$ cat src/rtl/alu_result_fifo.sv
// alu_result_fifo: show-ahead FIFO that buffers {C,Z,N,V,result[3:0]} bytes
// from the 4-bit ALU, with valid/ready on both sides, occupancy/full/empty
// status and a sticky drop error.
// Optional feature macro: ALU_STICKY_FLAGS_EN (accumulates the OR of the
// flags of every accepted entry on sticky_flags; otherwise tied to zero).
module alu_result_fifo #(
    parameter int DEPTH = 4,
    parameter int AW    = 2
) (
    input  logic          clk,
    input  logic          rst_n,
    input  logic          ena,
    input  logic          in_valid,
    output logic          in_ready,
    input  logic [3:0]    in_result,
    input  logic [3:0]    in_flags,
    output logic          out_valid,
    input  logic          out_ready,
    output logic [7:0]    out_data,
    output logic [AW:0]   count,
    output logic          full,
    output logic          empty,
    output logic          drop_err,
    input  logic          clr_err,
    output logic [3:0]    sticky_flags
);

    localparam logic [AW:0]   CNT_FULL = (AW+1)'(DEPTH);
    localparam logic [AW:0]   CNT_ONE  = (AW+1)'(1);
    localparam logic [AW-1:0] PTR_ONE  = AW'(1);

    logic [7:0]    mem_q [DEPTH];
    logic [AW-1:0] wr_ptr_q, wr_ptr_d;
    logic [AW-1:0] rd_ptr_q, rd_ptr_d;
    logic [AW:0]   count_q, count_d;
    logic          drop_err_q, drop_err_d;
    logic          push, pop;

    // Status and handshakes come only from registered state, so in_ready
    // never depends on out_ready combinationally.
    assign full      = (count_q == CNT_FULL);
    assign empty     = (count_q == '0);
    assign in_ready  = ~full;
    assign out_valid = ~empty;
    assign count     = count_q;
    assign drop_err  = drop_err_q;
    assign push      = ena & in_valid & in_ready;
    assign pop       = ena & out_valid & out_ready;

    // Show-ahead head entry; forced to zero while empty.
    assign out_data  = empty ? 8'h00 : mem_q[rd_ptr_q];

    // Next-state for pointers, occupancy and the sticky drop error.
    always_comb begin
        wr_ptr_d   = wr_ptr_q;
        rd_ptr_d   = rd_ptr_q;
        count_d    = count_q;
        drop_err_d = drop_err_q;
        if (push) begin
            wr_ptr_d = wr_ptr_q + PTR_ONE;
        end
        if (pop) begin
            rd_ptr_d = rd_ptr_q + PTR_ONE;
        end
        if (push && !pop) begin
            count_d = count_q + CNT_ONE;
        end else if (pop && !push) begin
            count_d = count_q - CNT_ONE;
        end
        // A new drop takes priority over a clear in the same cycle.
        if (ena) begin
            if (in_valid && full) begin
                drop_err_d = 1'b1;
            end else if (clr_err) begin
                drop_err_d = 1'b0;
            end
        end
    end

    // Control state registers with asynchronous reset.
    always_ff @(posedge clk or negedge rst_n) begin
        if (!rst_n) begin
            wr_ptr_q   <= '0;
            rd_ptr_q   <= '0;
            count_q    <= '0;
            drop_err_q <= 1'b0;
        end else begin
            wr_ptr_q   <= wr_ptr_d;
            rd_ptr_q   <= rd_ptr_d;
            count_q    <= count_d;
            drop_err_q <= drop_err_d;
        end
    end

    // Storage array: written on accepted pushes only, never reset.
    always_ff @(posedge clk) begin
        if (push) begin
            mem_q[wr_ptr_q] <= {in_flags, in_result};
        end
    end

`ifdef ALU_STICKY_FLAGS_EN
    logic [3:0] sticky_q, sticky_d;

    // Clear first, then OR in the flags of an entry accepted this cycle.
    always_comb begin
        sticky_d = sticky_q;
        if (ena) begin
            sticky_d = (clr_err ? 4'h0 : sticky_q) | (push ? in_flags : 4'h0);
        end
    end

    // Sticky flag accumulator register.
    always_ff @(posedge clk or negedge rst_n) begin
        if (!rst_n) begin
            sticky_q <= 4'h0;
        end else begin
            sticky_q <= sticky_d;
        end
    end

    assign sticky_flags = sticky_q;
`else
    assign sticky_flags = 4'h0;
`endif

endmodule
$ cat config.mk
export PLATFORM = sky130hd
export DESIGN_NAME = alu_result_fifo
export DESIGN_NICKNAME = d
export VERILOG_FILES = /design/src/rtl/alu_result_fifo.sv
export SDC_FILE = /design/constraint.sdc
export NUM_CORES = 1
export LEC_CHECK = 0
export CORE_MARGIN = 3
export CORE_UTILIZATION = 45
export DETAILED_ROUTE_END_ITERATION = 8
export GPL_TIMING_DRIVEN = 1
export HOLD_SLACK_MARGIN = 0.05
export PLACE_DENSITY = 0.78
export RECOVER_POWER = 25
export SETUP_SLACK_MARGIN = 0.02
export SLEW_MARGIN = 10
export SYNTH_ARGS = -nofsm -noshare
export SYNTH_HDL_FRONTEND = slang
export SYNTH_SLANG_ARGS = --single-unit
$ cat constraint.sdc
create_clock -name clk -period 1.9 [get_ports clk]
set_input_delay 0.57 -clock clk [delete_from_list [all_inputs] [get_ports clk]]
set_output_delay 0.57 -clock clk [all_outputs]
set_load 0.02 [all_outputs]
Yosys cells after proc, flatten, opt, wreduce, memory -nomap -nowiden
Memory sizes are Yosys's and may differ from the RTL's.
Cells that the tools add are included.
{"block": "totals", "n_memories": 1, "out_inout_bits": 20, "mem_bits_rw": 32, "reg_bits": 8}
{"block": "op_classes", "bitwise_logic": 6, "n_eq_ne": 1, "n_reduce_logical": 9, "mux": 7, "addsub": 4}
{"memory": "mem_q", "depth": 4, "word_bits": 8, "read_ports": 1, "rd_ports_with_merged_regs": 0, "wr": 1, "line": "32", "rtl": "logic [7:0] mem_q [DEPTH];"}
{"cell": "$mux 8", "count": 1}
{"cell": "$mux 3", "count": 2}
{"cell": "$add 2x1->2 const B", "count": 2}
{"cell": "$and 1x1->1", "count": 4}
{"cell": "$mux 1", "count": 4}
{"cell": "$reduce_bool 2->1", "count": 2}
{"cell": "$add 3x1->3 const B", "count": 1}
{"cell": "$eq 3x3->1 const B", "count": 1}
{"cell": "$logic_and 1x1->1", "count": 3}
{"cell": "$logic_not 3->1", "count": 1}
{"cell": "$sub 3x1->3 const B", "count": 1}
{"cell": "$logic_not 1->1", "count": 2}
{"cell": "$not 1->1", "count": 2}
{"cell": "$reduce_and 2->1", "count": 1}

Longest topological paths before layout
Gate-level depths: netlist of run 1.
{"block": "depth", "ltp_word": 7, "depth_mapped": 8, "ltp_nobuf": 8}

Worst setup path after synthesis of run 1
OpenSTA, ideal clock, no wires.
{"block": "synth_timing", "kind": "reg2reg", "start": "register count_q[1] (netlist: count[1])", "end": "register count_q[2] (netlist: count[2])", "path_buffers": 0, "stages_incl_launch_ff": 9, "slack_ns": -0.220, "t_arrival_ns": 2.040, "t_required_ns": 1.820, "setup_ns": 0.080, "cell_sequence": "dfrtp_1 > or3_1 > nand3_1 > ha_1 > inv_1 > fa_1 > xor2_1 > nor2_1 > xor2_1"}
{"block": "synth_between", "elab_chain_cells": 7, "elab_cells_between_ends": 16}
{"element": "from (decl)", "line": "35", "rtl": "logic [AW:0] count_q, count_d;"}
{"element": "from (signal assigned)", "line": "90", "rtl": "count_q <= count_d;"}
{"element": "$logic_not 3->1", "line": "42", "rtl": "assign empty = (count_q == '0);"}
{"element": "$not 1->1", "line": "44", "rtl": "assign out_valid = ~empty;"}
{"element": "$and 1x1->1 (2 in series)", "line": "48", "rtl": "assign pop = ena & out_valid & out_ready;"}
{"element": "$logic_not 1->1", "line": "65", "rtl": "if (push && !pop) begin"}
{"element": "$logic_and 1x1->1", "line": "65"}
{"element": "$mux 3 or $reduce_bool 2->1 (tied branches)"}
Several ways; a longest one is shown, not always the timed one. The select of a mux whose other input is x is not followed.
A chain may end at the register's enable or synchronous reset.

Worst setup path in the final report of run 1
{"block": "layout_timing", "start": "register rd_ptr_q[0]", "end": "output out_data[2]"}
{"block": "layout_between", "elab_chain_cells": 2}
{"element": "from (decl)", "line": "34", "rtl": "logic [AW-1:0] rd_ptr_q, rd_ptr_d;"}
{"element": "from (signal assigned)", "line": "89", "rtl": "rd_ptr_q <= rd_ptr_d;"}
{"element": "$mem_v2 4x8"}
{"element": "$mux 8", "line": "51", "rtl": "assign out_data = empty ? 8'h00 : mem_q[rd_ptr_q];"}
{"element": "to (decl)", "line": "19", "rtl": "output logic [7:0] out_data,"}
Every way passes these cells.

==> results of run 1 <==
area by class of cell:
class,instances,share of cell area [%]
flip-flops and latches,40,47.5
multi-input cells,49,22.9
repair buffers,56,22.2
clock buffers,6,2.96
well taps,46,2.34
clock inverters,2,1.43
inverters,5,0.765
state kept, by name, summed over array words and instances (netlist names):
signal and count:
mem_q 32, count 3, rd_ptr_q 2, wr_ptr_q 2, drop_err 1
cells in the final DEF (no fill, tap or decap), types with 2 or more instances in the layout:
cell	synthesis	routed
sky130_fd_sc_hd__inv_2	0	3
sky130_fd_sc_hd__clkbuf_8	0	5
sky130_fd_sc_hd__ha_1	5	4
sky130_fd_sc_hd__dfrtp_1	8	5
sky130_fd_sc_hd__buf_4	4	19
sky130_fd_sc_hd__xor2_1	2	2
sky130_fd_sc_hd__dfrtp_2	0	3
sky130_fd_sc_hd__nand2_1	3	2
sky130_fd_sc_hd__buf_6	1	19
sky130_fd_sc_hd__edfxtp_1	32	32
sky130_fd_sc_hd__or3_4	0	2
sky130_fd_sc_hd__inv_1	5	2
sky130_fd_sc_hd__mux4_2	8	8
sky130_fd_sc_hd__conb_1	1	4
sky130_fd_sc_hd__mux2_2	2	2
sky130_fd_sc_hd__xnor2_1	4	4
sky130_fd_sc_hd__and2_1	12	4
sky130_fd_sc_hd__dlygate4sd3_1	0	4
sky130_fd_sc_hd__and2_4	0	8
sky130_fd_sc_hd__dlygate4sd2_1	0	4
sky130_fd_sc_hd__clkdlybuf4s50_1	0	8
cell families (layout without fill, tap and decap cells):
logic type      count (synthesis)  in the layout  synth area share (%)
flops                          40             40                  67.7
simple gates                   21             22                  8.02
buf+inv                        12             69                  4.08
mux                            10             10                  11.8
fa+ha+maj                       6              6                  4.81
xor+xnor                        6              6                  3.06
other cells                     1              4                 0.219
compound gates                  1              1                 0.291
per-stage QoR:
stage          cells  power, mW  cell area [sq um]  TNS, ps  util [%]
5_1_grt          204       4.00               2450    -3140      70.2
4_1_cts          199       3.74               2390    -2390      68.5
3_3_place_gp     189       2.82               2230    -8090      63.8
3_5_place_dp     189       2.87               2230    -8870      63.8
6_report         204       3.79               2450    -2340      70.2
2_1_floorplan    100       2.16               1760     -150         -
layer usage:
layer  vias up  track usage (%)  routed length [microns]
met5         -                0                        0
met4         0             7.59                       73
met3         8             4.83                      188
met2        28             29.2                     1800
met1       486             18.2                     1170
li1        466                -                        -
power groups by stage:
stage	logic [mW]	clock network (mW)	registers, mW
floorplan	0.877	0	1.28
global placement	1.59	0	1.23
global route	2.02	0.704	1.27
finish	1.88	0.660	1.25
detailed placement	1.63	0	1.24
CTS	1.82	0.673	1.25
synthesized netlist by cell type:
cell / n
sky130_fd_sc_hd__o21ai_0: 1
sky130_fd_sc_hd__nand4_1: 1
sky130_fd_sc_hd__buf_6: 1
sky130_fd_sc_hd__clkbuf_2: 1
sky130_fd_sc_hd__nand2_1: 3
sky130_fd_sc_hd__edfxtp_1: 32
sky130_fd_sc_hd__buf_4: 4
sky130_fd_sc_hd__xor2_1: 2
sky130_fd_sc_hd__ha_1: 5
sky130_fd_sc_hd__nor3b_4: 1
sky130_fd_sc_hd__xnor2_1: 4
sky130_fd_sc_hd__conb_1: 1
sky130_fd_sc_hd__buf_2: 1
sky130_fd_sc_hd__nor2_4: 1
sky130_fd_sc_hd__nor2_1: 1
sky130_fd_sc_hd__fa_1: 1
sky130_fd_sc_hd__and2_1: 12
sky130_fd_sc_hd__mux2_2: 2
sky130_fd_sc_hd__or3_1: 1
sky130_fd_sc_hd__nand3_1: 1
sky130_fd_sc_hd__mux4_2: 8
sky130_fd_sc_hd__inv_1: 5
sky130_fd_sc_hd__dfrtp_1: 8
how the worst min path moves through the flow:
stage,start,to,cells past startpoint
global route,drop_err$_DFFE_PN0P_,drop_err$_DFFE_PN0P_,2
finish,drop_err$_DFFE_PN0P_,drop_err$_DFFE_PN0P_,2
global placement,drop_err$_DFFE_PN0P_,drop_err$_DFFE_PN0P_,2
CTS,drop_err$_DFFE_PN0P_,drop_err$_DFFE_PN0P_,2
floorplan,rst_n,count[0]$_DFFE_PN0P_,0
detailed placement,drop_err$_DFFE_PN0P_,drop_err$_DFFE_PN0P_,2
worst reg2reg max path: stages (launching register included):
cell and delay [ps]:
sky130_fd_sc_hd__dfrtp_2 430, sky130_fd_sc_hd__buf_6 130, sky130_fd_sc_hd__nor3b_4 240, sky130_fd_sc_hd__buf_4 160, sky130_fd_sc_hd__nor2_4 40, sky130_fd_sc_hd__ha_4 160, sky130_fd_sc_hd__inv_2 50, sky130_fd_sc_hd__fa_2 420
sky130_fd_sc_hd__mux2_2 270
timing repair:
item	in CTS	in global routing
cloned	1	0
gates resized for setup	88	8
pin swaps	10	11
endpoints found under the setup margin	17	14
buffers inserted	1	5
hold buffers	0	0
==> results.py, run 1 <==
metrics = {
    "setup_path": {
        "critPathCapture": "out_data[2]",
        "arrival_ps": 1600,
        "crit_family": "multiplexers",
        "cp.depth": 4,
        "timing.critical_path.mode_cell": "sky130_fd_sc_hd__buf_6",
        "crit_required_ps": 1330,
        "worstSetupEndpointType": "output port",
        "rr_worst_depth": 8,
        "critical_path.startpoint_type": "register",
        "count_of_buffer_and_inverter_cells_on_the_critical_path": 2,
        "crit_path_start": "rd_ptr_q[0]$_DFFE_PN0P_",
        "crit_path_cell_trace": "buf_6, mux4_2, and2_4, buf_6",
        "critical_path.reg2reg.startpoint": "count[0]$_DFFE_PN0P_",
        "path_max_fanout": 5,
        "timing_worst_setup_path_type": "register to output port",
        "worstReg2RegEnd": "count[1]$_DFFE_PN0P_",
        "critical_path.max_stage_delay_ps": 500,
        "ff2ff_setup_slack_ps": -110,
        "cp_slowest_cell": "sky130_fd_sc_hd__mux4_2",
    },
    "timing": {
        "setup_ws_ps": -275,
        "finClkSkew_ps": 4.14,
        "timing_max_transition_violations_final": 0,
        "finalHoldWorstSlack_ps": 540,
        "fmaxAchievable_mhz": 460,
        "period_share_pct": 114,
        "endpoints_failing_setup": 12,
        "grt_setup_unrepaired": "true",
        "hold_viol_final": 0,
        "final.min_clock_period_ps": 2170,
    },
    "final_layout": {
        "multiInputGateArea_sq_um": 562,
        "antenna_cells": 0,
        "seq_area_sq_um": 1160,
        "drive_above_1_share_pct": 49.4,
        "nFillCells": 225,
        "area_growth_syn_to_layout_pct": 43.1,
        "finalNetCount": 177,
    },
    "placed_design": {
        "globalplace.congestion": 0.758,
        "hpwlAfterDp_microns": 2250,
        "io_buffers": 29,
        "post-place-ws_ps": -422,
    },
    "floorplan": {
        "core_area_sq_um": 3490,
        "floorplan.rows": 21,
        "design.die.area_sq_um": 4590,
        "num_io_pins": 34,
        "die_width_microns": 67.7,
        "floorplan.initialDensity_pct": 49.1,
        "die_height_microns": 67.7,
    },
    "run_status": {
        "violated_checks": "setup timing",
        "run_status": "finished with violations",
    },
    "power_and_ir_drop": {
        "p_leak_nw": 0.971,
        "switching_share_pct": 31.6,
        "clock_network_fraction_of_total_power_pct": 17.4,
        "cellInternalPower_mw": 2.60,
        "power_frac_seq_pct": 33.0,
        "power.density_nw_per_um2": 1550,
        "total_switching_power_mw": 1.20,
        "max-vdd-ir-drop_v": 0.000848,
        "power_frac_comb_pct": 49.6,
    },
    "cts": {
        "cts_tree": "built",
        "cts.root.buffer_cell": "sky130_fd_sc_hd__clkbuf_8",
        "cts.clk_slew.worst_paths_ps": 70,
        "ctsLongestPathBuffers": 2,
        "clock_sinks": 40,
        "cts_inserted_buffers": 5,
        "clk_latency_ps": 290,
        "htree_num_levels": 2,
    },
    "logic_synthesis": {
        "synthesized_flop_and_latch_total": 40,
        "synth.yosys.seq_area_share_pct": 67.7,
        "synth.lib_cells_used.distinct": 23,
        "yosysWarningCount": 0,
        "mapped_cell_area_sq_um": 1720,
        "synth.area.top_cells": "sky130_fd_sc_hd__edfxtp_1, sky130_fd_sc_hd__dfrtp_1, sky130_fd_sc_hd__mux4_2, sky130_fd_sc_hd__and2_1, sky130_fd_sc_hd__ha_1",
        "yosys.area.top_type_share_pct": 56.0,
        "post_synth_inst_count": 97,
        "avgSynthCellArea_sq_um": 17.7,
        "post-synth-top-area-cell": "sky130_fd_sc_hd__edfxtp_1",
    },
    "grt": {
        "grt_first_pass_wirelength_microns": 5230,
        "pin_count_of_the_biggest_net_entering_global_routing": 13,
        "grt_util_all_layers_pct": 16.5,
        "overflow": 0,
        "grt_antenna_before_repair": 0,
        "grt_pass1_vias": 1016,
    },
    "routing": {
        "drt_first_iter_violations": 40,
        "post-route-drc-count": 0,
        "via_per_inst": 4.84,
        "drt_first_pass_iters": 4,
        "drt.antenna.violating_nets": 0,
        "postRouteWirelength_microns": 3230,
        "route.detailed.wl_per_inst_microns": 15.8,
        "routed-via-count": 988,
    },
    "flow_run": {
        "maxCapViolCount": 0,
    },
    "hold_path": {
        "worstHoldPathType": "register to register",
    },
}
Note: power is estimated with default switching activity, not from simulation.
==> run 2: changes to the inputs <==
--- a/config.mk
+++ b/config.mk
@@ -6,11 +6,11 @@
 export NUM_CORES = 1
 export LEC_CHECK = 0
 export CORE_MARGIN = 3
-export CORE_UTILIZATION = 45
+export CORE_UTILIZATION = 54
 export DETAILED_ROUTE_END_ITERATION = 8
 export GPL_TIMING_DRIVEN = 1
 export HOLD_SLACK_MARGIN = 0.05
-export PLACE_DENSITY = 0.78
+export PLACE_DENSITY = 0.87
 export RECOVER_POWER = 25
 export SETUP_SLACK_MARGIN = 0.02
 export SLEW_MARGIN = 10
==> constraint.sdc (replaced) <==
create_clock -name clk -period 2.8 [get_ports clk]
set_input_delay 0.84 -clock clk [delete_from_list [all_inputs] [get_ports clk]]
set_output_delay 0.84 -clock clk [all_outputs]
set_load 0.02 [all_outputs]
==> run 2 against run 1 <==
The flow now finishes without violations. Flip-flop and latch count did not move. First-iteration DRC count increased by 15%. Via count is 9.2% lower. Combinational power shrank 51%. Cell count is 13% lower. Total power fell by 47%. Largest power group unchanged. Highest routed layer unchanged.
==> results.py, run 2 (synthesized netlist as in run 1, its figures left out) <==
metrics = {
    "timing": {
        "grt_setup_unrepaired": "true",
        "final.min_clock_period_ps": 2670,
        "fin_tns_setup_ps": 0,
        "fmaxAchievable_mhz": 374,
        "timing_max_transition_violations_final": 0,
        "hold_viol_final": 0,
        "endpoints_failing_setup": 0,
        "period_share_pct": 95.5,
        "finClkSkew_ps": 10.2,
    },
    "grt": {
        "grt_util_all_layers_pct": 16.8,
        "grt_antenna_before_repair": 0,
        "overflow": 0,
        "pin_count_of_the_biggest_net_entering_global_routing": 13,
        "grt_pass1_vias": 983,
        "grt_first_pass_wirelength_microns": 4770,
    },
    "floorplan": {
        "floorplan.initialDensity_pct": 59.1,
        "die_width_microns": 62.4,
        "die_height_microns": 62.4,
        "design.die.area_sq_um": 3890,
        "num_io_pins": 34,
        "core_area_sq_um": 2900,
        "floorplan.rows": 19,
    },
    "cts": {
        "cts.clk_slew.worst_paths_ps": 100,
        "clock_sinks": 40,
        "cts_inserted_buffers": 5,
        "htree_num_levels": 2,
        "post_cts.repair.setup_buffers": 0,
        "cts_tree": "built",
        "clk_latency_ps": 340,
        "ctsLongestPathBuffers": 2,
        "cts.root.buffer_cell": "sky130_fd_sc_hd__clkbuf_4",
    },
    "setup_path": {
        "crit_path_cell_trace": "buf_4, mux4_2, and2_1, dlygate4sd2_1",
        "crit_family": "multiplexers",
        "crit_required_ps": 1960,
        "timing_worst_setup_path_type": "register to output port",
        "path_max_fanout": 5,
        "count_of_buffer_and_inverter_cells_on_the_critical_path": 2,
        "cp_slowest_cell": "sky130_fd_sc_hd__mux4_2",
        "critical_path.startpoint_type": "register",
        "arrival_ps": 1830,
        "worstSetupEndpointType": "output port",
        "critical_path.max_stage_delay_ps": 490,
    },
    "routing": {
        "drt_first_iter_violations": 46,
        "drt.antenna.violating_nets": 0,
        "route.detailed.wl_per_inst_microns": 15.9,
        "via_per_inst": 5.07,
        "drt_first_pass_iters": 4,
        "post-route-drc-count": 0,
        "routed-via-count": 897,
        "postRouteWirelength_microns": 2820,
    },
    "placed_design": {
        "io_buffers": 29,
        "dp_cells": 169,
        "globalplace.congestion": 0.688,
        "hpwlAfterDp_microns": 2110,
    },
    "final_layout": {
        "finalNonFillerCells": 177,
        "finalNetCount": 154,
        "top_register": "mem_q",
        "multiInputGateArea_sq_um": 500,
        "commonest_cells_after_routing_fill_and_taps_aside": "sky130_fd_sc_hd__edfxtp_1, sky130_fd_sc_hd__clkdlybuf4s50_1, sky130_fd_sc_hd__and2_1",
        "drive_above_1_share_pct": 17.8,
        "flip_flop_count_of_the_largest_register_all_copies_and_words_added": 32,
        "antenna_cells": 0,
        "nFillCells": 196,
        "area_growth_syn_to_layout_pct": 22.8,
        "seq_area_sq_um": 1160,
        "layout.core_utilization_pct": 72.6,
        "layout_commonest_cell": "sky130_fd_sc_hd__edfxtp_1",
    },
    "power_and_ir_drop": {
        "p_leak_nw": 0.799,
        "max-vdd-ir-drop_v": 0.000660,
        "power.density_nw_per_um2": 958,
    },
    "run_status": {
        "run_status": "finished, final reports clean",
    },
    "flow_run": {
        "maxCapViolCount": 0,
    },
    "hold_path": {
        "worstHoldPathType": "register to register",
    },
}
## run 2: cell types whose count changed in the layout (fill, tap and decap cells not counted), sizes merged, moves of 2 or more
| cell | before | now |
|---|---|---|
| dlygate4sd2 | 4 | 8 |
| dlygate4sd3 | 4 | 6 |
| clkdlybuf4s50 | 8 | 13 |
| buf | 39 | 5 |
## run 2: path summary, 6_finish.rpt
path / startpoint / to / depth (start not counted) / slack [ps]
worst min-delay path: drop_err$_DFFE_PN0P_ / drop_err$_DFFE_PN0P_ / 2 / 500
worst max-delay path: rd_ptr_q[0]$_DFFE_PN0P_ / out_data[7] / 4 / 130
worst max register to register: count[1]$_DFFE_PN0P_ / count[2]$_DFFE_PN0P_ / 8 / 600
worst min register to register: drop_err$_DFFE_PN0P_ / drop_err$_DFFE_PN0P_ / 2 / 500
min in group asynchronous: rst_n / rd_ptr_q[1]$_DFFE_PN0P_ / 1 / 850
max in group asynchronous: rst_n / count[0]$_DFFE_PN0P_ / 1 / 1670
## run 2: worst register-to-register path, delay by kind of cell (launching register included)
family                     cells  cell delay, ps
xor gates and xnor gates       2             320
adders and majority gates      2             590
buffers and inverters          1              70
DFF                            1             400
and+or+nand+nor                3             760
## run 2: metal layers
metal  vias to the layer above  GRT usage (%)  wire length (microns)
li1                        416              -                      -
met1                       444           17.0                   1020
met2                        26           30.2                   1560
met3                        11           6.49                    146
met4                         0           8.26                     97
met5                         -              0                      0
## run 2: through the flow
step / setup slack, ps / hold WS (ps) / power, mW / area (sq um)
2_1_floorplan: 628 / 534 / 1.44 / 1730
3_3_place_gp: 150 / 478 / 1.80 / 2060
3_5_place_dp: 52.0 / 488 / 1.84 / 2060
4_1_cts: 87.0 / 508 / 2.06 / 2100
5_1_grt: 16.0 / 550 / 2.15 / 2110
6_report: 126 / 500 / 2.02 / 2110
## run 2: what timing repair did
item | in CTS | in global routing
setup endpoints to repair | 9 | 3
resized for setup | 9 | 2
hold buffers | 0 | 0
## run 2: cell type report
cell class | count | share of cell area (%)
sequential | 40 | 55.1
multi-input combinational | 48 | 23.8
timing repair buffer | 34 | 15.3
tap | 42 | 2.50
clock buffer | 7 | 2.14
inverter | 5 | 0.891
clock inverter | 1 | 0.238
## run 2: power breakdown
| part | switching [mW] | internal (mW) | total [mW] |
|---|---|---|---|
| Combinational | 0.460 | 0.463 | 0.924 |
| Sequential | 0.0748 | 0.754 | 0.829 |
| Clock | 0.168 | 0.0979 | 0.265 |
